**src/rtl/video_rx_monitor.sv**
```systemverilog
// Sink-side pixel stream checker: measures line/frame geometry, sums pixel data per frame
// and asserts lock once enough consecutive frames match the configured resolution.
module video_rx_monitor #(
    parameter int unsigned H_RES       = 1024,
    parameter int unsigned V_RES       = 768,
    parameter int unsigned LOCK_FRAMES = 2,
    parameter int unsigned SYNC_POL    = 1
) (
    input  logic        clk_pix,
    input  logic        rst_n,
    input  logic        hsync,
    input  logic        vsync,
    input  logic        active,
    input  logic [7:0]  r,
    input  logic [7:0]  g,
    input  logic [7:0]  b,
    output logic        frame_done,
    output logic [12:0] meas_htotal,
    output logic [12:0] meas_width,
    output logic [12:0] meas_height,
    output logic [31:0] checksum,
    output logic [15:0] frame_count,
    output logic [15:0] err_count,
    output logic        locked
);

    localparam logic StWaitVsync = 1'b0;
    localparam logic StMeasure   = 1'b1;

    function automatic logic [12:0] sat13(input logic [12:0] v);
        return (v == 13'h1fff) ? v : v + 13'd1;
    endfunction

    logic        hs_q, vs_q, act_q, hs_qq, vs_qq, act_qq;
    logic [23:0] pix_q, pix_ev_q;
    logic        hs_ev_q, vs_ev_q, fall_ev_q, rise_ev_q, act_ev_q;
    logic [12:0] hcnt_q, htotal_q;

    logic        state_q, state_d;
    logic [12:0] pix_cnt_q, pix_cnt_d, line_cnt_q, line_cnt_d, ref_width_q, ref_width_d;
    logic        incons_q, incons_d, line_open_q, line_open_d;
    logic [31:0] csum_q, csum_d;
    logic        done_q, done_d, locked_q, locked_d;
    logic [12:0] width_q, width_d, height_q, height_d;
    logic [31:0] chk_q, chk_d;
    logic [15:0] fcount_q, fcount_d, ecount_q, ecount_d;
    logic [3:0]  good_run_q, good_run_d;

    logic        line_close, incons_eff, frame_good;
    logic [12:0] ref_w_eff, lines_eff;

    // Stage 1 registers inputs, stage 2 is the delayed copy, stage 3 holds aligned events.
    always_ff @(posedge clk_pix or negedge rst_n) begin
        if (!rst_n) begin
            hs_q      <= 1'b0;
            vs_q      <= 1'b0;
            act_q     <= 1'b0;
            pix_q     <= '0;
            hs_qq     <= 1'b0;
            vs_qq     <= 1'b0;
            act_qq    <= 1'b0;
            hs_ev_q   <= 1'b0;
            vs_ev_q   <= 1'b0;
            fall_ev_q <= 1'b0;
            rise_ev_q <= 1'b0;
            act_ev_q  <= 1'b0;
            pix_ev_q  <= '0;
        end else begin
            hs_q      <= (SYNC_POL != 0) ? hsync : ~hsync;
            vs_q      <= (SYNC_POL != 0) ? vsync : ~vsync;
            act_q     <= active;
            pix_q     <= {r, g, b};
            hs_qq     <= hs_q;
            vs_qq     <= vs_q;
            act_qq    <= act_q;
            hs_ev_q   <= hs_q & ~hs_qq;
            vs_ev_q   <= vs_q & ~vs_qq;
            fall_ev_q <= act_qq & ~act_q;
            rise_ev_q <= act_q & ~act_qq;
            act_ev_q  <= act_q;
            pix_ev_q  <= pix_q;
        end
    end

    always_ff @(posedge clk_pix or negedge rst_n) begin
        if (!rst_n) begin
            hcnt_q   <= '0;
            htotal_q <= '0;
        end else if (hs_ev_q) begin
            hcnt_q   <= '0;
            htotal_q <= sat13(hcnt_q);
        end else begin
            hcnt_q   <= sat13(hcnt_q);
        end
    end

    always_comb begin
        state_d     = state_q;
        pix_cnt_d   = pix_cnt_q;
        line_cnt_d  = line_cnt_q;
        ref_width_d = ref_width_q;
        incons_d    = incons_q;
        line_open_d = line_open_q;
        csum_d      = csum_q;
        done_d      = 1'b0;
        width_d     = width_q;
        height_d    = height_q;
        chk_d       = chk_q;
        fcount_d    = fcount_q;
        ecount_d    = ecount_q;
        good_run_d  = good_run_q;
        locked_d    = locked_q;

        // A line only closes if its start was seen in this frame; the close is folded into
        // the frame result when it coincides with the vsync edge.
        line_close = fall_ev_q & line_open_q;
        ref_w_eff  = (line_close && line_cnt_q == '0) ? pix_cnt_q : ref_width_q;
        incons_eff = incons_q |
                     (line_close && (line_cnt_q != '0) && (pix_cnt_q != ref_width_q));
        lines_eff  = line_close ? sat13(line_cnt_q) : line_cnt_q;
        frame_good = !incons_eff && !act_ev_q &&
                     (32'(ref_w_eff) == H_RES) && (32'(lines_eff) == V_RES);

        if (state_q == StWaitVsync || vs_ev_q) begin
            pix_cnt_d   = '0;
            line_cnt_d  = '0;
            ref_width_d = '0;
            incons_d    = 1'b0;
            line_open_d = 1'b0;
            csum_d      = '0;
        end

        if (state_q == StWaitVsync) begin
            if (vs_ev_q) state_d = StMeasure;
        end else if (vs_ev_q) begin
            done_d   = 1'b1;
            width_d  = ref_w_eff;
            height_d = lines_eff;
            chk_d    = csum_q;
            fcount_d = fcount_q + 16'd1;
            if (frame_good) begin
                good_run_d = (good_run_q == 4'hf) ? good_run_q : good_run_q + 4'd1;
                locked_d   = locked_q | (good_run_d == 4'(LOCK_FRAMES));
            end else begin
                good_run_d = '0;
                locked_d   = 1'b0;
                ecount_d   = (ecount_q == 16'hffff) ? ecount_q : ecount_q + 16'd1;
            end
        end else begin
            if (fall_ev_q)     pix_cnt_d = '0;
            else if (act_ev_q) pix_cnt_d = sat13(pix_cnt_q);
            if (rise_ev_q)      line_open_d = 1'b1;
            else if (fall_ev_q) line_open_d = 1'b0;
            if (line_close) begin
                ref_width_d = ref_w_eff;
                incons_d    = incons_eff;
                line_cnt_d  = lines_eff;
            end
            if (act_ev_q) csum_d = csum_q + {8'd0, pix_ev_q};
        end
    end

    always_ff @(posedge clk_pix or negedge rst_n) begin
        if (!rst_n) begin
            state_q     <= StWaitVsync;
            pix_cnt_q   <= '0;
            line_cnt_q  <= '0;
            ref_width_q <= '0;
            incons_q    <= 1'b0;
            line_open_q <= 1'b0;
            csum_q      <= '0;
            done_q      <= 1'b0;
            width_q     <= '0;
            height_q    <= '0;
            chk_q       <= '0;
            fcount_q    <= '0;
            ecount_q    <= '0;
            good_run_q  <= '0;
            locked_q    <= 1'b0;
        end else begin
            state_q     <= state_d;
            pix_cnt_q   <= pix_cnt_d;
            line_cnt_q  <= line_cnt_d;
            ref_width_q <= ref_width_d;
            incons_q    <= incons_d;
            line_open_q <= line_open_d;
            csum_q      <= csum_d;
            done_q      <= done_d;
            width_q     <= width_d;
            height_q    <= height_d;
            chk_q       <= chk_d;
            fcount_q    <= fcount_d;
            ecount_q    <= ecount_d;
            good_run_q  <= good_run_d;
            locked_q    <= locked_d;
        end
    end

    assign frame_done  = done_q;
    assign meas_htotal = htotal_q;
    assign meas_width  = width_q;
    assign meas_height = height_q;
    assign checksum    = chk_q;
    assign frame_count = fcount_q;
    assign err_count   = ecount_q;
    assign locked      = locked_q;

endmodule
```
**config.mk**
```make
export PLATFORM = sky130hd
export DESIGN_NAME = video_rx_monitor
export DESIGN_NICKNAME = d
export VERILOG_FILES = /design/src/rtl/video_rx_monitor.sv
export SDC_FILE = /design/constraint.sdc
export NUM_CORES = 1
export LEC_CHECK = 0
export BUFFER_PORTS_ARGS = -buffer_cell sky130_fd_sc_hd__buf_2
export CORE_MARGIN = 1.5
export CORE_UTILIZATION = 63
export DETAILED_ROUTE_END_ITERATION = 10
export PLACE_DENSITY = 0.9
export REMOVE_ABC_BUFFERS = 1
export SYNTH_ARGS = -nofsm -noshare
export SYNTH_HDL_FRONTEND = slang
export SYNTH_SLANG_ARGS = --single-unit
export TNS_END_PERCENT = 5
```
**constraint.sdc**
```tcl
create_clock -name clk_pix -period 4 [get_ports clk_pix]
set_input_delay 0.8 -clock clk_pix [delete_from_list [all_inputs] [get_ports clk_pix]]
set_output_delay 0.8 -clock clk_pix [all_outputs]
set_load 0.02 [all_outputs]
```
==> run metrics <==
run status complete, no violations; Area after DPL 12200 um^2; Die Y around 140 um; root buffer cell clkbuf_16; YS warnings 0; vias in the first global route a little over 8000; clock slew at reported path FFs 60 ps; Slew headroom 23.3%; Final Cycle Share between 70% and 80%; Maximum Capacitance Violations 0; Peak VDD IR 0.466 mV; Critical Path End Type register; clk_lat worst skew roughly 520 ps; Final Hold Fails 0; area grow syn2layout 14.8%; area of the core 17400 um^2; placed cell count 1410; count of flip-flops with a built-in enable after synthesis 0; Worst Path Arrival 3520 ps; Synth Register Bits 254; Cell Area, Synth between 10000 and 15000 um^2; first-pass GRT wire length 39800 um; Routed Antenna Nets 0; Tot Pwr 7300 uW; RSZ-0062 raised after global routing false; min cycle time layout 3120 ps; Post-Layout Cell Count roughly 1500; commonest non-fill, non-tap cell in the layout dfrtp_1; share of layout cells above drive strength 1 ~16%; Top FF cell, synth dfrtp_1; DR vias 8405; global-route usage over all layers between 20% and 30%; CTS tree yes; commonest non-fill, non-tap cells in the layout dfrtp_1, nand2_1, buf_2; DRC violations left 0; Post-Syn Instances between 1000 and 1500; initial antenna violation count 0; Routed WL per cell between 15 and 20 um; Final HPWL DP roughly 16000 um; Final Instance Area about 13000 um^2; clk buf depth 3; clock skew between 6 and 7 ps; fmax about 320 MHz; worst-margin pin slew 1150 ps; row count 48; H-tree levels 1; crit path kind register to register; worst-path fanout max 15; largest net degree at the start of global routing a little under 100; Port Buffer Count 133; die span in x 137 um; PwrDens ~560 nW/um^2; DR iter-0 viols 458; Final nets 1274; vias per cell 5.77; clock sink total roughly 250; Ports 134; ant diodes 0; GRT overflow 0; launching element type of the critical path register; CTS buffer count 25; Final setup viols 0; Leakage Power 0.00661 uW; asr flop ratio synth between 90% and 100%; CP required around 4400 ps; initial core utilization 65.0%; sequential share of the synthesized area around 56%; Hold Worst Slack 307 ps; Slew Limit Fails 0; Yosys cell types 64; GP Congestion 0.907; Hold Path Class primary input to asynchronous set/reset pin; post_cts resized 0; Die ar. 18800 um^2; Sum Neg Setup Slack 0 ps; Setup Buffers After CTS 0; cts hold-fix bufs 0; syn_area_per_cell 10.4 um^2; DR pass1 iterations 5; Routed WL 23800 um
==> through the flow <==
stage	util, %	setup slack, ps
floorplan	-	158
global placement	70.0	1040
detailed placement	70.0	939
CTS	74.6	927
global route	74.6	662
finish	74.6	882
==> state kept, by name, summed over array words and instances, names as in the netlist, 16 cells and up <==
name         flops
frame_count     16
csum_q          32
err_count       16
checksum        32
pix_q           24
pix_ev_q        24
==> Yosys cell counts, types with 4 or more instances <==
master / n / area [um^2]
dfrtp_1: 254 / 6360
nand2_1: 178 / 668
nor2_1: 107 / 402
xnor2_1: 54 / 473
nand3_1: 50 / 250
o21ai_0: 47 / 235
a21oi_1: 40 / 200
mux2i_1: 36 / 360
ha_1: 32 / 400
xor2_1: 31 / 272
nand4_1: 28 / 175
clkbuf_1: 25 / 93.8
inv_1: 25 / 93.8
and3_1: 17 / 106
nor3_1: 15 / 75.1
a21o_1: 14 / 105
buf_1: 12 / 45.0
nor4_1: 10 / 62.6
and4_1: 8 / 70.1
a211oi_1: 6 / 45.0
a31oi_1: 6 / 37.5
nand2b_1: 6 / 37.5
nor2b_1: 6 / 37.5
and2_1: 5 / 31.3
buf_2: 5 / 25.0
a41o_1: 4 / 40.0
a41oi_1: 4 / 35.0
o211ai_1: 4 / 30.0
o21a_1: 4 / 30.0
o31ai_1: 4 / 30.0
or3_1: 4 / 25.0
==> final cells by class <==
cell class	instances	area, um^2
inverter	25	93.8
fill	1213	4430
sequential	254	6360
clock buffer	33	686
timing repair buffer	142	768
multi-input combinational	764	4690
tap	225	282
clock inverter	13	115
==> worst max-delay path, cell delays in order (launching register included) <==
cell,delay [ps]
dfrtp_1,420
ha_1,340
nand4_1,180
nor4_1,400
mux2i_1,350
nand2_1,100
nor3_2,190
nand4_2,380
nand3_1,290
mux2_2,350
==> path summary, 6_finish.rpt <==
kind                       cells past startpoint          start        endpoint  slack, ps
max                                            9  line_cnt_q[0]    err_count[1]        880
min                                            1          rst_n  meas_htotal[0]        310
max reg2reg                                    9  line_cnt_q[0]    err_count[1]        880
min reg2reg                                    0       pix_q[8]     pix_ev_q[8]        350
max in group asynchronous                      2          rst_n    pix_ev_q[10]       2770
min in group clk_pix                           0       pix_q[8]     pix_ev_q[8]        350
==> layer usage <==
layer	part of all wire, %	up-vias	GRT usage, %
met3	4.3	55	3.52
met2	50	231	44.4
met5	0	-	0
met1	43	4117	36.1
li1	-	4002	-
met4	2.4	0	7.49
==> logic make-up after synthesis <==
logic type,after synthesis,share of synthesized area (%)
adders and majority gates,33,3.72
DFF,254,56.2
muxes,37,3.28
AOI/OAI and AO/OA,155,8.91
xor gates and xnor gates,85,6.58
and+or+nand+nor,454,18.9
buffers and inverters,69,2.48
==> report_power, final <==
group / leakage, uW / internal, uW / switching [uW] / total, uW
combinational: 0.00292 / 710 / 1130 / 1840
sequential: 0.00330 / 2900 / 291 / 3200
clock: 0.000383 / 1280 / 981 / 2270
Note: power is estimated with default switching activity, not from simulation.
